--- src/rtl/wave_key_ctrl_if.sv ---
// Front-panel key inputs and the control words handed to the DAC driver.
// The controller uses the slave view; the panel/driver side uses the master view.
interface wave_key_ctrl_if;
   logic [1:0] Key;
   logic [1:0] Wave_Mode;
   logic [8:0] Phase;
   logic       DAC_En;
   logic       Mode_Changed;

   modport master (output Key, input Wave_Mode, Phase, DAC_En, Mode_Changed);
   modport slave  (input Key, output Wave_Mode, Phase, DAC_En, Mode_Changed);
endinterface

--- src/rtl/wave_key_ctrl.sv ---
// Debounces the two front-panel keys and turns them into registered wave mode,
// phase offset and DAC enable words, with hold-to-repeat on the phase key.
module wave_key_ctrl #(
   parameter int unsigned DEBOUNCE_CYCLES = 32'd2000000,
   parameter int unsigned HOLD_CYCLES     = 32'd50000000,
   parameter int unsigned REPEAT_CYCLES   = 32'd20000000,
   parameter int unsigned PHASE_STEP      = 32'd45,
   parameter int unsigned PHASE_INIT      = 32'd180
) (
   input  logic           clk_100MHz,
   input  logic           rst,
   wave_key_ctrl_if.slave kif
);

   localparam int unsigned DB_W   = $clog2(DEBOUNCE_CYCLES + 32'd1);
   localparam int unsigned RC_MAX = (HOLD_CYCLES > REPEAT_CYCLES) ? HOLD_CYCLES : REPEAT_CYCLES;
   localparam int unsigned RC_W   = $clog2(RC_MAX + 32'd1);

   localparam logic [DB_W-1:0] DB_LAST   = DB_W'(DEBOUNCE_CYCLES - 32'd1);
   localparam logic [RC_W-1:0] HOLD_LAST = RC_W'(HOLD_CYCLES - 32'd1);
   localparam logic [RC_W-1:0] REP_LAST  = RC_W'(REPEAT_CYCLES - 32'd1);
   localparam logic [9:0]      STEP10    = 10'(PHASE_STEP);
   localparam logic [8:0]      INIT9     = 9'(PHASE_INIT);

   typedef enum logic [1:0] {
      K1_IDLE      = 2'd0,
      K1_WAIT_HOLD = 2'd1,
      K1_REPEAT    = 2'd2,
      K1_LOCK      = 2'd3
   } k1_state_t;

   // Modulo-360 add; STEP10 < 360 so one subtraction always suffices.
   function automatic logic [8:0] f_phase_add(input logic [8:0] phase);
      logic [9:0] sum;
      sum = {1'b0, phase} + STEP10;
      if (sum >= 10'd360) begin
         f_phase_add = 9'(sum - 10'd360);
      end else begin
         f_phase_add = sum[8:0];
      end
   endfunction

   logic [1:0]      r_sync1;
   logic [1:0]      r_sync2;
   logic [1:0]      r_stable;
   logic [1:0]      r_stable_d;
   logic [DB_W-1:0] r_db_cnt [2];
   k1_state_t       r_state;
   logic [RC_W-1:0] r_rc;
   logic [1:0]      r_wave_mode;
   logic [8:0]      r_phase;
   logic            r_dac_en;
   logic            r_mode_changed;

   logic [1:0]      w_press;
   logic            w_dac_tgl;
   logic            w_mode_inc;
   logic            w_step;

   // Synchronize the raw keys and accept a level only after it stays stable.
   always_ff @(posedge clk_100MHz) begin
      if (rst) begin
         r_sync1    <= 2'b00;
         r_sync2    <= 2'b00;
         r_stable   <= 2'b00;
         r_stable_d <= 2'b00;
         for (int i = 0; i < 2; i++) begin
            r_db_cnt[i] <= {DB_W{1'b0}};
         end
      end else begin
         r_sync1    <= kif.Key;
         r_sync2    <= r_sync1;
         r_stable_d <= r_stable;
         for (int i = 0; i < 2; i++) begin
            if (r_sync2[i] == r_stable[i]) begin
               r_db_cnt[i] <= {DB_W{1'b0}};
            end else if (r_db_cnt[i] == DB_LAST) begin
               r_stable[i] <= r_sync2[i];
               r_db_cnt[i] <= {DB_W{1'b0}};
            end else begin
               r_db_cnt[i] <= r_db_cnt[i] + DB_W'(1'b1);
            end
         end
      end
   end

   // A same-cycle double press satisfies both combo terms, so the OR toggles DAC_En once.
   always_comb begin
      w_press    = r_stable & ~r_stable_d;
      w_dac_tgl  = (w_press[0] & r_stable[1]) |
                   (w_press[1] & r_stable[0] & (r_state == K1_IDLE));
      w_mode_inc = w_press[0] & ~r_stable[1];
      case (r_state)
         K1_IDLE:      w_step = w_press[1] & ~r_stable[0];
         K1_WAIT_HOLD: w_step = r_stable[1] & (r_rc == HOLD_LAST);
         K1_REPEAT:    w_step = r_stable[1] & (r_rc == REP_LAST);
         default:      w_step = 1'b0;
      endcase
   end

   // Key[1] hold/repeat state machine and the registered control words.
   always_ff @(posedge clk_100MHz) begin
      if (rst) begin
         r_state        <= K1_IDLE;
         r_rc           <= {RC_W{1'b0}};
         r_wave_mode    <= 2'd0;
         r_phase        <= INIT9;
         r_dac_en       <= 1'b1;
         r_mode_changed <= 1'b0;
      end else begin
         case (r_state)
            K1_IDLE: begin
               if (w_press[1]) begin
                  r_rc    <= {RC_W{1'b0}};
                  r_state <= r_stable[0] ? K1_LOCK : K1_WAIT_HOLD;
               end
            end
            K1_WAIT_HOLD: begin
               if (!r_stable[1]) begin
                  r_state <= K1_IDLE;
               end else if (r_rc == HOLD_LAST) begin
                  r_rc    <= {RC_W{1'b0}};
                  r_state <= K1_REPEAT;
               end else begin
                  r_rc <= r_rc + RC_W'(1'b1);
               end
            end
            K1_REPEAT: begin
               if (!r_stable[1]) begin
                  r_state <= K1_IDLE;
               end else if (r_rc == REP_LAST) begin
                  r_rc <= {RC_W{1'b0}};
               end else begin
                  r_rc <= r_rc + RC_W'(1'b1);
               end
            end
            K1_LOCK: begin
               if (!r_stable[1]) begin
                  r_state <= K1_IDLE;
               end
            end
            default: r_state <= K1_IDLE;
         endcase

         if (w_mode_inc) begin
            r_wave_mode <= r_wave_mode + 2'd1;
         end
         if (w_dac_tgl) begin
            r_dac_en <= ~r_dac_en;
         end
         if (w_step) begin
            r_phase <= f_phase_add(r_phase);
         end
         r_mode_changed <= w_mode_inc | w_dac_tgl | w_step;
      end
   end

   assign kif.Wave_Mode    = r_wave_mode;
   assign kif.Phase        = r_phase;
   assign kif.DAC_En       = r_dac_en;
   assign kif.Mode_Changed = r_mode_changed;

endmodule
--- src/flat_wrapper.sv ---
// flat-port wrapper written by rule: the top's interface ports become plain ports
module wave_key_ctrl_flat 
#(
   parameter int unsigned DEBOUNCE_CYCLES = 32'd2000000,
   parameter int unsigned HOLD_CYCLES     = 32'd50000000,
   parameter int unsigned REPEAT_CYCLES   = 32'd20000000,
   parameter int unsigned PHASE_STEP      = 32'd45,
   parameter int unsigned PHASE_INIT      = 32'd180
)
  (clk_100MHz, rst, kif_Key, kif_Wave_Mode, kif_Phase, kif_DAC_En, kif_Mode_Changed);
  wave_key_ctrl_if kif_i ();
  input  logic clk_100MHz;
  input  logic rst;
  input wire logic [$bits(kif_i.Key)-1:0] kif_Key;
  output wire logic [$bits(kif_i.Wave_Mode)-1:0] kif_Wave_Mode;
  output wire logic [$bits(kif_i.Phase)-1:0] kif_Phase;
  output wire logic [$bits(kif_i.DAC_En)-1:0] kif_DAC_En;
  output wire logic [$bits(kif_i.Mode_Changed)-1:0] kif_Mode_Changed;
  assign kif_i.Key = kif_Key;
  assign kif_Wave_Mode = kif_i.Wave_Mode;
  assign kif_Phase = kif_i.Phase;
  assign kif_DAC_En = kif_i.DAC_En;
  assign kif_Mode_Changed = kif_i.Mode_Changed;
  wave_key_ctrl #(.DEBOUNCE_CYCLES(DEBOUNCE_CYCLES), .HOLD_CYCLES(HOLD_CYCLES), .REPEAT_CYCLES(REPEAT_CYCLES), .PHASE_STEP(PHASE_STEP), .PHASE_INIT(PHASE_INIT)) u_core (.clk_100MHz(clk_100MHz), .rst(rst), .kif(kif_i));
endmodule
--- config.mk ---
export PLATFORM = sky130hd
export DESIGN_NAME = wave_key_ctrl_flat
export DESIGN_NICKNAME = d
export VERILOG_FILES = /design/src/rtl/wave_key_ctrl_if.sv /design/src/rtl/wave_key_ctrl.sv /design/src/flat_wrapper.sv
export SDC_FILE = /design/constraint.sdc
export NUM_CORES = 1
export LEC_CHECK = 0
export ABC_AREA = 0
export BUFFER_PORTS_ARGS = -buffer_cell sky130_fd_sc_hd__clkbuf_2
export CAP_MARGIN = 20
export CORE_MARGIN = 2
export CORE_UTILIZATION = 50
export CTS_CLUSTER_SIZE = 12
export DETAILED_ROUTE_END_ITERATION = 8
export PLACE_DENSITY = 0.69
export SLEW_MARGIN = 10
export SYNTH_ARGS = -nofsm -noshare
export SYNTH_HDL_FRONTEND = slang
export SYNTH_SLANG_ARGS = --single-unit
--- constraint.sdc ---
create_clock -name clk_100MHz -period 2.2 [get_ports clk_100MHz]
set_input_delay 0.11 -clock clk_100MHz [delete_from_list [all_inputs] [get_ports clk_100MHz]]
set_output_delay 0.11 -clock clk_100MHz [all_outputs]
set_load 0.1 [all_outputs]
---- After elaboration in Yosys (flattened, before gate mapping) ----
Memory sizes are Yosys's and may differ from the RTL's.
Cells that the tools add are included.
storage, ports and cells
  logic and storage cells ................. 107
  register bits ........................... 49
  output and inout port bits .............. 13
  memories ................................ 1
  bits of input ports ..................... 4
  bits in writable memories ............... 42
cells by class
  order comparisons ....................... 1
  $add $sub $neg .......................... 6
  reduce and logical (&&, ||, !) cells .... 7
  muxes and demuxes ....................... 44
  equal/unequal tests ..................... 14
  bitwise gates (word level) .............. 23
memories
  name             depth  width  read ports  clocked after memory_dff  wr ports  line                 RTL
  u_core.r_db_cnt  2      21     2           0                         2         wave_key_ctrl.sv:47  logic [DB_W-1:0] r_db_cnt [2];
operator list
  kind                                                    number
  two-way mux 26 bit                                      5
  two-way mux 21 bit                                      6
  case mux 26 bit (3 select lines)                        1
  adder 21 x 1 -> 21 bit (second input constant)          2
  equality test 21 bit (second input constant)            2
  adder 26 x 1 -> 26 bit (second input constant)          1
  equality test 26 x 25 -> 1 bit (second input constant)  1
  equality test 26 bit (second input constant)            1
  two-way mux 1 bit                                       24
  adder 9 x 6 -> 10 bit (second input constant)           1
  >= comparator 10 x 9 -> 1 bit (second input constant)   1
  two-way mux 2 bit                                       5
  two-way mux 9 bit                                       1
  OR 1 bit                                                9
  subtractor 9 bit (second input constant)                1
  AND 1 bit                                               7
  inequality test 2 x 1 -> 1 bit (second input constant)  3
  case mux 2 bit (3 select lines)                         1
  inverter 1 bit                                          5
  equality test 2 bit (second input constant)             2
  AND reduction 2 bit                                     2
  AND reduction 4 bit                                     1
  inequality test 3 bit (second input constant)           1
  case mux 1 bit (3 select lines)                         1
  other kinds (10)                                        11

---- Logic depth before layout (Yosys ltp) ----
Gate-level depths: netlist of run 1.
  depth after elaboration ................. 7
  mapped depth ............................ 9
  mapped depth without buffers ............ 9

---- Least setup slack after synthesis of run 1 ----
OpenSTA, ideal clock, no wires.
  path type ............................... reg2reg
  start point ............................. register u_core.r_phase[0], in the netlist u_core.kif.Phase[0]
  end point ............................... register u_core.r_phase[3], in the netlist u_core.kif.Phase[3]
  arrival time ............................ 2,899 ps
  setup time .............................. 70 ps
  stages on the path, launching flop included .. 9
  data required time ...................... 2,130 ps
  clock period less this slack ............ 2,969 ps
  buffers on the path ..................... 0
  path slack .............................. -769 ps
  path through ............................ dfxtp_1 > ha_1 > o31a_1 > nor3_1 > nor3_1 > o211a_2 > a211oi_1 > or4_1 > a21oi_1
between the ends
  longest elaborated chain between the ends .. 3
  elaborated cells between the ends (all ways) .. 4
  classes of those cells .................. add/sub: 2; order compare: 1; mux: 1
ends and longest elaborated chain
  item                                                                      line                                      RTL
  start, declared                                                           wave_key_ctrl.sv:51                       logic [8:0] r_phase;
  start signal, assigned                                                    wave_key_ctrl.sv:152                      r_phase <= f_phase_add(r_phase);
  adder 9 x 6 -> 10 bit (*)                                                 wave_key_ctrl.sv:35                       sum = {1'b0, phase} + STEP10;
  subtractor 9 bit / >= comparator 10 x 9 -> 1 bit (equally long branches)  wave_key_ctrl.sv:37, wave_key_ctrl.sv:36
  two-way mux 9 bit (*)                                                     wave_key_ctrl.sv:36                       if (sum >= 10'd360) begin
Mark *: on every way between the ends. The rest lies on a longest branch, timed or not.
A chain may end at the register's enable or synchronous reset.

---- Worst setup path in the final report of run 1 ----
Ends and elaborated chain as after synthesis.

==> results of run 1 <==
## cell usage after synthesis (3+ instances only)
master,n,share of area (%)
nor2_1,105,7.8
dfxtp_1,49,19
edfxtp_1,42,25
xnor2_1,34,5.9
nand2_1,31,2.3
nand3_1,31,3.1
xor2_1,26,4.5
a21oi_1,25,2.5
inv_1,21,1.6
clkbuf_1,17,1.3
o21ai_0,15,1.5
nor3_1,14,1.4
ha_1,11,2.7
nand4_1,11,1.4
or3_1,11,1.4
nand2b_1,10,1.2
nor2b_1,10,1.2
and3_1,9,1.1
mux2i_1,7,1.4
nor4_1,7,0.87
and4_1,6,1.0
a211oi_1,5,0.74
nor4b_1,5,0.87
or2_2,4,0.50
a21boi_1,3,0.45
a21o_1,3,0.45
a31oi_1,3,0.37
buf_2,3,0.30
nand3b_1,3,0.45
nor4_2,3,0.74
## cell families (layout without fill, tap and decap cells)
| logic type | Yosys count | count (layout) | synth area share [%] |
|---|---|---|---|
| fa+ha+maj | 11 | 11 | 2.72 |
| compound gates | 83 | 83 | 11.2 |
| flops | 91 | 91 | 44.4 |
| mux | 7 | 7 | 1.39 |
| other cells | 1 | 42 | 0.0742 |
| xor+xnor | 61 | 61 | 10.7 |
| buf+inv | 43 | 99 | 3.49 |
| simple gates | 265 | 265 | 26.1 |
## path summary, 6_finish.rpt
kind                                            end  cells after the start
worst max-delay path            u_core.kif.Phase[3]                      7
worst min-delay path              u_core.r_sync1[1]                      2
worst max register to register  u_core.kif.Phase[3]                      7
worst min register to register    u_core.r_sync2[0]                      1
## final cells by class
class | count | share of cell area (%)
sequential | 91 | 36.3
tap | 133 | 2.65
clock inverter | 7 | 1.40
clock buffer | 9 | 1.97
inverter | 21 | 1.26
multi-input combinational | 469 | 49.3
timing repair buffer | 62 | 7.12
## sequential cells by signal (all words and copies together) (netlist names)
name and cells:
u_core.kif.DAC_En 1, u_core.r_sync1 2, u_core.kif.Wave_Mode 2, u_core.r_rc 26, u_core.r_sync2 2, u_core.r_stable_d 2
u_core.kif.Mode_Changed 1, u_core.r_stable 2, u_core.r_db_cnt 42, u_core.kif.Phase 9, u_core.r_state 2
## metrics by stage
stage	setup slack, ns	cell area [um2]	utilization [%]	total power [mW]	TNS, ns
2_1_floorplan	-0.0571	5330	-	2.06	-0.140
3_3_place_gp	0.0107	5760	58.9	2.13	0
3_5_place_dp	-0.0513	5760	58.9	2.14	-0.240
4_1_cts	-0.0296	6010	61.5	3.38	-0.0845
5_1_grt	-0.180	6270	64.2	3.53	-1.20
6_report	-0.0902	6270	64.2	3.38	-0.286
## layer usage
layer  wire length (um)  vias to the layer above  share of wire, %
met4                214                        0               1.9
met3                439                       17               4.0
met2               5380                       81                49
met5                  0                        -                 0
li1                   -                     2127                 -
met1               5050                     2007                46
## repair_timing
action                     4_1_cts  5_1_grt
pin swaps                        3       20
hold buffers                     2        0
gates resized for setup          4       40
setup endpoints to repair        9       22
setup buffers                    0        8
hold endpoints to repair         2        0
## power breakdown
part	leakage [nW]	internal, mW	total, mW	switching, mW
registers	0.834	1.80	1.85	0.0452
logic	1.26	0.115	0.290	0.175
clock network	0.109	0.556	1.24	0.683
==> flow_metrics.py, run 1 <==
metrics = {
    "clocking": {
        "htree_num_levels": 3,
        "cts.sinks": 91,
        "clockBufferDepth": 2,
        "cts_buffers": 9,
        "clk_pin_slew_worst_paths_ns": 0.11,
        "clock_latency_ns": 0.38,
        "ctsRootBufferMaster": "clkbuf_8",
        "cts_tree": "done",
    },
    "run_status": {
        "outcome": "complete, but fails checks",
        "violations": "negative setup slack",
    },
    "logic_synthesis": {
        "yosys_warnings": 0,
        "postSynth.asyncResetShare_pct": 0,
        "syn_area_per_cell_um2": 8.99,
        "yosys.cell_types.count": 63,
        "ys.flop_type": "dfxtp_1",
        "yosys_register_bits": 91,
        "ys_seq_area_share_pct": 44.4,
        "synth_area_um2": 5050,
        "synth-edff-count": 42,
        "syn-instance-count": 562,
    },
    "global_routing": {
        "grt_pass1_wl_um": 18600,
        "grt_antenna_before_repair": 0,
        "gr-total-overflow": 0,
        "grt_use_met2_pct": 33.4,
        "grt_max_degree": 26,
        "grt_usage_pct": 20.6,
        "grt_pass1_vias": 4082,
        "grt.busiest_layer": "met2",
        "grt_use_met1_pct": 27.4,
        "grtUsageMet3_pct": 4.74,
    },
    "route": {
        "vias_per_cell": 5.34,
        "routedWlPerCell_um": 14.0,
        "drtIter0Drc": 178,
        "drc": 0,
        "ant_nets": 0,
        "vias": 4232,
        "dr.pass1.iters": 5,
        "routed_wl_um": 11100,
    },
    "layout": {
        "multiInputGateArea_um2": 3090,
        "antenna_cells": 0,
        "layout-drive-gt1-share_pct": 21.2,
        "fin_nets": 669,
        "final_common_cell": "nor2_1",
        "finalNonFillerCells": 792,
        "fillers": 836,
        "area_delta_synth_final_pct": 24.1,
        "register_area_um2": 2280,
        "layout_common_cells": "nor2_1, buf_4, edfxtp_1, conb_1, dfxtp_1",
    },
    "power": {
        "power_density_nw_per_um2": 538,
        "ir_drop_uv": 427,
        "p_leak_nw": 2.20,
    },
    "setup_path": {
        "worst_path_largest_cell_delay_ns": 0.49,
        "cp.arrival_ns": 2.60,
        "cp-end-kind": "register",
        "worstSetupStartpointType": "register",
        "cp_num_buf_inv": 0,
        "cp_slowest_cell": "or4_1",
        "r2r_start": "u_core.kif.Phase[0]",
        "path_cells": "a211o_4 -> or3_4 -> o221a_4 -> o211ai_2 -> a211oi_1 -> or4_1 -> a21oi_1",
        "path_max_fanout": 5,
        "path_delay_family": "compound AO/OA/AOI/OAI gates",
        "worstSetupPathType": "register to register",
        "r2r_slack_ns": -0.09,
        "startpoint": "u_core.kif.Phase[0]",
        "cp.required_ns": 2.51,
    },
    "sta": {
        "period_share_pct": 104,
        "finalCriticalPeriod_ns": 2.29,
        "drv_slew": 0,
        "worstMarginPinSlew_ns": 0.564,
        "setup_viol": 6,
        "slew_headroom_pct": 62.6,
        "hold_violations": 0,
        "fmax_mhz": 437,
        "rsz0062_at_grt": "yes",
        "postLayoutSetupSlackWorst_ns": -0.0902,
        "whs_ns": 0.122,
        "fin_skew_ns": 0.0186,
    },
    "die": {
        "io_pins": 17,
        "die_x_um": 105,
        "die_h_um": 105,
        "core-area_um2": 9770,
        "start_util_pct": 51.7,
        "rows": 36,
        "die_area_um2": 10900,
    },
    "place": {
        "place_congestion": 0.874,
        "port_buffers": 16,
        "hpwl_um": 7520,
        "placed_cells": 766,
    },
    "worst_hold_path": {
        "hp-start": "rst",
        "holdCritPathClass": "input pin to register",
    },
    "flow_run": {
        "drv_cap": 0,
    },
}
No activity file was read; power rests on OpenSTA's default activity.
==> inputs of run 2 (changes only) <==
--- a/config.mk
+++ b/config.mk
@@ -12,7 +12,7 @@
 export CORE_UTILIZATION = 50
 export CTS_CLUSTER_SIZE = 12
 export DETAILED_ROUTE_END_ITERATION = 8
-export PLACE_DENSITY = 0.69
+export PLACE_DENSITY = 0.77
 export SLEW_MARGIN = 10
 export SYNTH_ARGS = -nofsm -noshare
 export SYNTH_HDL_FRONTEND = slang
==> constraint.sdc (replaced) <==
create_clock -name clk_100MHz -period 2.2 [get_ports clk_100MHz]
set_input_delay 0.11 -clock clk_100MHz [delete_from_list [all_inputs] [get_ports clk_100MHz]]
set_output_delay 0.11 -clock clk_100MHz [all_outputs]
set_load 0.05 [all_outputs]
==> flow_metrics.py, run 2 (synthesis results as in run 1) <==
metrics = {
    "setup_path": {
        "cp.required_ns": 2.45,
        "worst_path_largest_cell_delay_ns": 0.41,
        "cp-end-kind": "register",
        "cp.arrival_ns": 2.58,
        "r2r_slack_ns": -0.13,
        "cp_slowest_cell": "a211oi_1",
        "path_cells": "buf_4 -> a21oi_1 -> a21oi_1 -> o221a_2 -> o211a_2 -> a211oi_1 -> or4_4 -> a21oi_2",
        "worstSetupStartpointType": "register",
        "r2r_cells": 8,
        "worstSetupPathType": "register to register",
        "critPathMostFrequentCell": "a21oi_1",
        "path_max_fanout": 6,
    },
    "die": {
        "core-area_um2": 9770,
        "die_x_um": 105,
        "io_pins": 17,
        "die_area_um2": 10900,
        "rows": 36,
        "start_util_pct": 51.7,
        "die_h_um": 105,
    },
    "power": {
        "pwr-share-clk_pct": 34.6,
        "power_density_nw_per_um2": 514,
        "p_seq_share_pct": 57.0,
        "ir_drop_uv": 408,
        "p_int_mw": 2.36,
        "p_leak_nw": 2.22,
        "p_sw_uw": 881,
        "swShare_pct": 27.2,
        "share_comb_of_total_power_pct": 8.4,
    },
    "clocking": {
        "clock_latency_ns": 0.37,
        "cts_buffers": 9,
        "clk_pin_slew_worst_paths_ns": 0.10,
        "htree_num_levels": 3,
        "cts.sinks": 91,
        "clockBufferDepth": 2,
        "ctsRootBufferMaster": "clkbuf_8",
        "cts_tree": "done",
    },
    "sta": {
        "finalSetupTns_ns": -0.197,
        "drv_slew": 0,
        "fin_skew_ns": 0.0156,
        "setup_viol": 3,
        "postLayoutSetupSlackWorst_ns": -0.128,
        "finalCriticalPeriod_ns": 2.33,
        "period_share_pct": 106,
        "slew_headroom_pct": 65.9,
        "hold_violations": 0,
        "worstMarginPinSlew_ns": 0.507,
        "rsz0062_at_grt": "yes",
        "fmax_mhz": 430,
    },
    "run_status": {
        "outcome": "complete, but fails checks",
        "violations": "negative setup slack",
    },
    "flow_run": {
        "drv_cap": 0,
    },
    "route": {
        "dr.pass1.iters": 5,
        "vias_per_cell": 5.45,
        "vias": 4351,
        "drc": 0,
        "routedWlPerCell_um": 14.0,
        "routed_wl_um": 11200,
        "drtIter0Drc": 225,
        "ant_nets": 0,
    },
    "global_routing": {
        "gr-total-overflow": 0,
        "grt_pass1_wl_um": 18200,
        "grt_pass1_vias": 4059,
        "grt_max_degree": 22,
        "grt_usage_pct": 20.0,
        "grt_antenna_before_repair": 0,
    },
    "layout": {
        "fin_nets": 676,
        "antenna_cells": 0,
        "largest_reg_flops": 42,
        "final_area_um2": 6300,
        "final_common_cell": "nor2_1",
        "fin_util_pct": 64.5,
        "area_delta_synth_final_pct": 24.7,
        "finalNonFillerCells": 799,
        "layout_common_cells": "nor2_1, buf_4, edfxtp_1, conb_1, dfxtp_1",
        "fillers": 774,
        "layout-drive-gt1-share_pct": 22.2,
        "top_register": "u_core.r_db_cnt",
    },
    "place": {
        "hpwl_um": 7530,
        "place_congestion": 0.906,
        "placed_cell_area_um2": 5780,
        "placed_cells": 770,
        "port_buffers": 16,
        "pre_cts_slack_ns": -0.154,
    },
    "worst_hold_path": {
        "holdCritPathClass": "input pin to register",
        "worstHoldPathCells": 2,
    },
}
## run 2: final cells by class
| class | instances | area [um2] | area share (%) |
|---|---|---|---|
| multi-input combinational | 469 | 3080 | 48.9 |
| clock inverter | 7 | 65.1 | 1.03 |
| tap | 133 | 166 | 2.64 |
| timing repair buffer | 69 | 512 | 8.12 |
| clock buffer | 9 | 124 | 1.97 |
| inverter | 21 | 81.3 | 1.29 |
| sequential | 91 | 2270 | 36.0 |
## run 2: path summary, 6_finish.rpt
path,start,to
hold / removal,rst,u_core.kif.Phase[3]
setup / recovery,u_core.kif.Phase[1],u_core.kif.Phase[3]
hold reg to reg,u_core.r_sync1[0],u_core.r_sync2[0]
setup reg to reg,u_core.kif.Phase[1],u_core.kif.Phase[3]
## run 2: worst max-delay path: cells and delay by family (launching register included)
family,cells,cell delay [ns]
buf+inv,1,0.15
flops,1,0.37
simple gates,1,0.21
compound gates,6,1.48
## run 2: layer usage
| layer | global-route usage, % | vias to the layer above | wire (um) |
|---|---|---|---|
| met3 | 3.56 | 18 | 407 |
| met4 | 6.08 | 0 | 131 |
| li1 | - | 2143 | - |
| met2 | 33.4 | 96 | 5540 |
| met1 | 26.6 | 2094 | 5130 |
| met5 | 0 | - | 0 |
## run 2: power by group through the flow
stage	Combinational [mW]	Sequential [mW]	Clock (mW)
floorplan	0.158	1.89	0
finish	0.272	1.85	1.12
detailed placement	0.236	1.89	0
global route	0.299	1.85	1.20
global placement	0.229	1.88	0
CTS	0.241	1.85	1.13
## run 2: stage by stage
stage	hold WS, ns	total power [mW]
after floorplan	0.238	2.05
after global placement	0.319	2.11
after detailed placement	0.334	2.12
after CTS	0.166	3.22
after global routing	0.200	3.35
final	0.172	3.24
## run 2: timing repair
| item | in CTS | in global routing |
|---|---|---|
| pin swaps | 11 | 17 |
| setup buffers | 2 | 9 |
| setup endpoints to repair | 13 | 18 |
| gates resized for setup | 13 | 37 |
| hold buffers | 2 | 0 |
| endpoints found under the hold margin | 2 | 0 |
==> inputs of run 3 (changes only) <==
==> constraint.sdc (replaced) <==
create_clock -name clk_100MHz -period 2.2 [get_ports clk_100MHz]
set_input_delay 0.22 -clock clk_100MHz [delete_from_list [all_inputs] [get_ports clk_100MHz]]
set_output_delay 0.22 -clock clk_100MHz [all_outputs]
set_load 0.05 [all_outputs]
==> flow_metrics.py, run 3 (synthesis results as in run 1) <==
metrics = {
    "layout": {
        "largest_reg_flops": 42,
        "final_common_cell": "nor2_1",
        "finalNonFillerCells": 798,
        "top_register": "u_core.r_db_cnt",
        "layout_common_cells": "nor2_1, buf_4, edfxtp_1, conb_1, dfxtp_1",
        "fillers": 788,
        "fin_util_pct": 64.0,
        "fin_nets": 675,
        "area_delta_synth_final_pct": 23.8,
        "antenna_cells": 0,
        "layout-drive-gt1-share_pct": 22.6,
    },
    "global_routing": {
        "grt_max_degree": 22,
        "grt_usage_pct": 19.6,
        "grt_pass1_wl_um": 17900,
        "grt_antenna_before_repair": 0,
        "gr-total-overflow": 0,
        "grt_pass1_vias": 4157,
    },
    "flow_run": {
        "drv_cap": 0,
    },
    "die": {
        "die_h_um": 105,
        "die_x_um": 105,
        "io_pins": 17,
        "start_util_pct": 51.7,
        "rows": 36,
        "die_area_um2": 10900,
        "core-area_um2": 9770,
    },
    "worst_hold_path": {
        "hp-start": "kif_Key[0]",
        "hold_end": "u_core.r_sync1[0]",
        "holdCritPathClass": "input pin to register",
        "worstHoldPathCells": 2,
    },
    "place": {
        "place_congestion": 0.906,
        "placed_cells": 771,
        "port_buffers": 16,
        "pre_cts_slack_ns": -0.199,
        "hpwl_um": 7570,
    },
    "route": {
        "drc": 0,
        "drt-met1-wl_um": 4930,
        "routed_wl_um": 11000,
        "routedWlPerCell_um": 13.8,
        "drtIter0Drc": 300,
        "ant_nets": 0,
        "met3_length_um": 426,
        "dr.pass1.iters": 5,
        "vias": 4300,
        "met2_length_um": 5490,
        "top_layer": "met4",
        "vias_per_cell": 5.39,
    },
    "sta": {
        "rsz0062_at_grt": "yes",
        "setup_viol": 4,
        "period_share_pct": 103,
        "whs_ns": 0.0476,
        "fmax_mhz": 439,
        "hold_violations": 0,
        "fin_skew_ns": 0.0146,
        "finalCriticalPeriod_ns": 2.28,
        "postLayoutSetupSlackWorst_ns": -0.0762,
        "drv_slew": 0,
    },
    "setup_path": {
        "path_max_fanout": 4,
        "worstSetupPathType": "register to register",
        "r2r_cells": 8,
        "r2r_start": "u_core.r_rc[1]",
        "cp-end-kind": "register",
        "cp.arrival_ns": 2.58,
        "worst_r2r_endpoint": "u_core.kif.Phase[3]",
        "cp.required_ns": 2.50,
        "worstSetupStartpointType": "register",
        "r2r_slack_ns": -0.08,
    },
    "clocking": {
        "cts.sinks": 91,
        "clock_latency_ns": 0.37,
        "cts_tree": "done",
        "ctsRootBufferMaster": "clkbuf_8",
        "clockBufferDepth": 2,
        "htree_num_levels": 3,
        "cts_buffers": 9,
        "cts_hold_buf": 0,
        "clk_pin_slew_worst_paths_ns": 0.11,
    },
    "power": {
        "p_leak_nw": 2.21,
        "ir_drop_uv": 317,
        "finalPower_mw": 3.24,
        "power_density_nw_per_um2": 518,
    },
    "run_status": {
        "violations": "negative setup slack",
        "outcome": "complete, but fails checks",
    },
}
-- run 3: changes by cell type in the layout (fill, tap and decap cells not counted), sizes merged --
| cell | before | now |
|---|---|---|
| buf | 51 | 52 |
| dlygate4sd3 | 2 | 0 |
-- run 3: routing by layer --
| metal | vias up | global-route usage (%) |
|---|---|---|
| met5 | - | 0 |
| met4 | 0 | 8.40 |
| met3 | 18 | 3.81 |
| li1 | 2144 | - |
| met2 | 96 | 32.1 |
| met1 | 2042 | 25.4 |
-- run 3: cell type report --
| class | instances | area [um2] | share of cell area (%) |
|---|---|---|---|
| Multi-Input combinational cell | 469 | 3050 | 48.8 |
| Timing Repair Buffer | 68 | 495 | 7.92 |
| Clock buffer | 9 | 124 | 1.98 |
| Tap cell | 133 | 166 | 2.66 |
| Clock inverter | 7 | 65.1 | 1.04 |
| Inverter | 21 | 81.3 | 1.30 |
| Sequential cell | 91 | 2270 | 36.3 |
-- run 3: worst max path at each step --
stage | startpoint | to | slack [ns] | depth (start not counted)
after detailed placement | u_core.r_rc[0] | u_core.kif.Phase[7] | -0.20 | 9
after global placement | u_core.r_rc[0] | u_core.kif.Phase[3] | -0.04 | 8
final | u_core.r_rc[1] | u_core.kif.Phase[3] | -0.08 | 8
after global routing | u_core.r_rc[12] | u_core.kif.Phase[3] | -0.23 | 8
after floorplan | u_core.kif.Phase[0] | u_core.kif.Phase[3] | 0.003 | 8
after CTS | u_core.kif.Phase[0] | u_core.kif.Phase[3] | -0.03 | 8
-- run 3: power breakdown --
group	switching, mW	internal [mW]	leakage (nW)
registers	0.0440	1.80	0.835
clock network	0.679	0.441	0.0947
logic	0.159	0.114	1.28
total	0.883	2.36	2.21
-- run 3: stage by stage --
stage	TNS [ns]	cell area, um2
finish	-0.108	6260
global route	-0.840	6260
CTS	-0.0432	6060
detailed placement	-0.725	5790
global placement	-0.0444	5790
floorplan	0	5310
-- run 3: critical path, cell delays in order (launching register included) --
cell	delay (ns)
dfxtp_2	0.36
ha_4	0.13
nand4_1	0.21
nor4_4	0.30
nand4_1	0.17
a21oi_2	0.26
nor2_2	0.09
or4_1	0.53
a21oi_1	0.16
-- run 3: repair_timing --
action,4_1_cts,5_1_grt
setup buffers,3,8
resized for setup,12,35
setup endpoints to repair,12,30
endpoints found under the hold margin,0,0
pin swaps,9,14
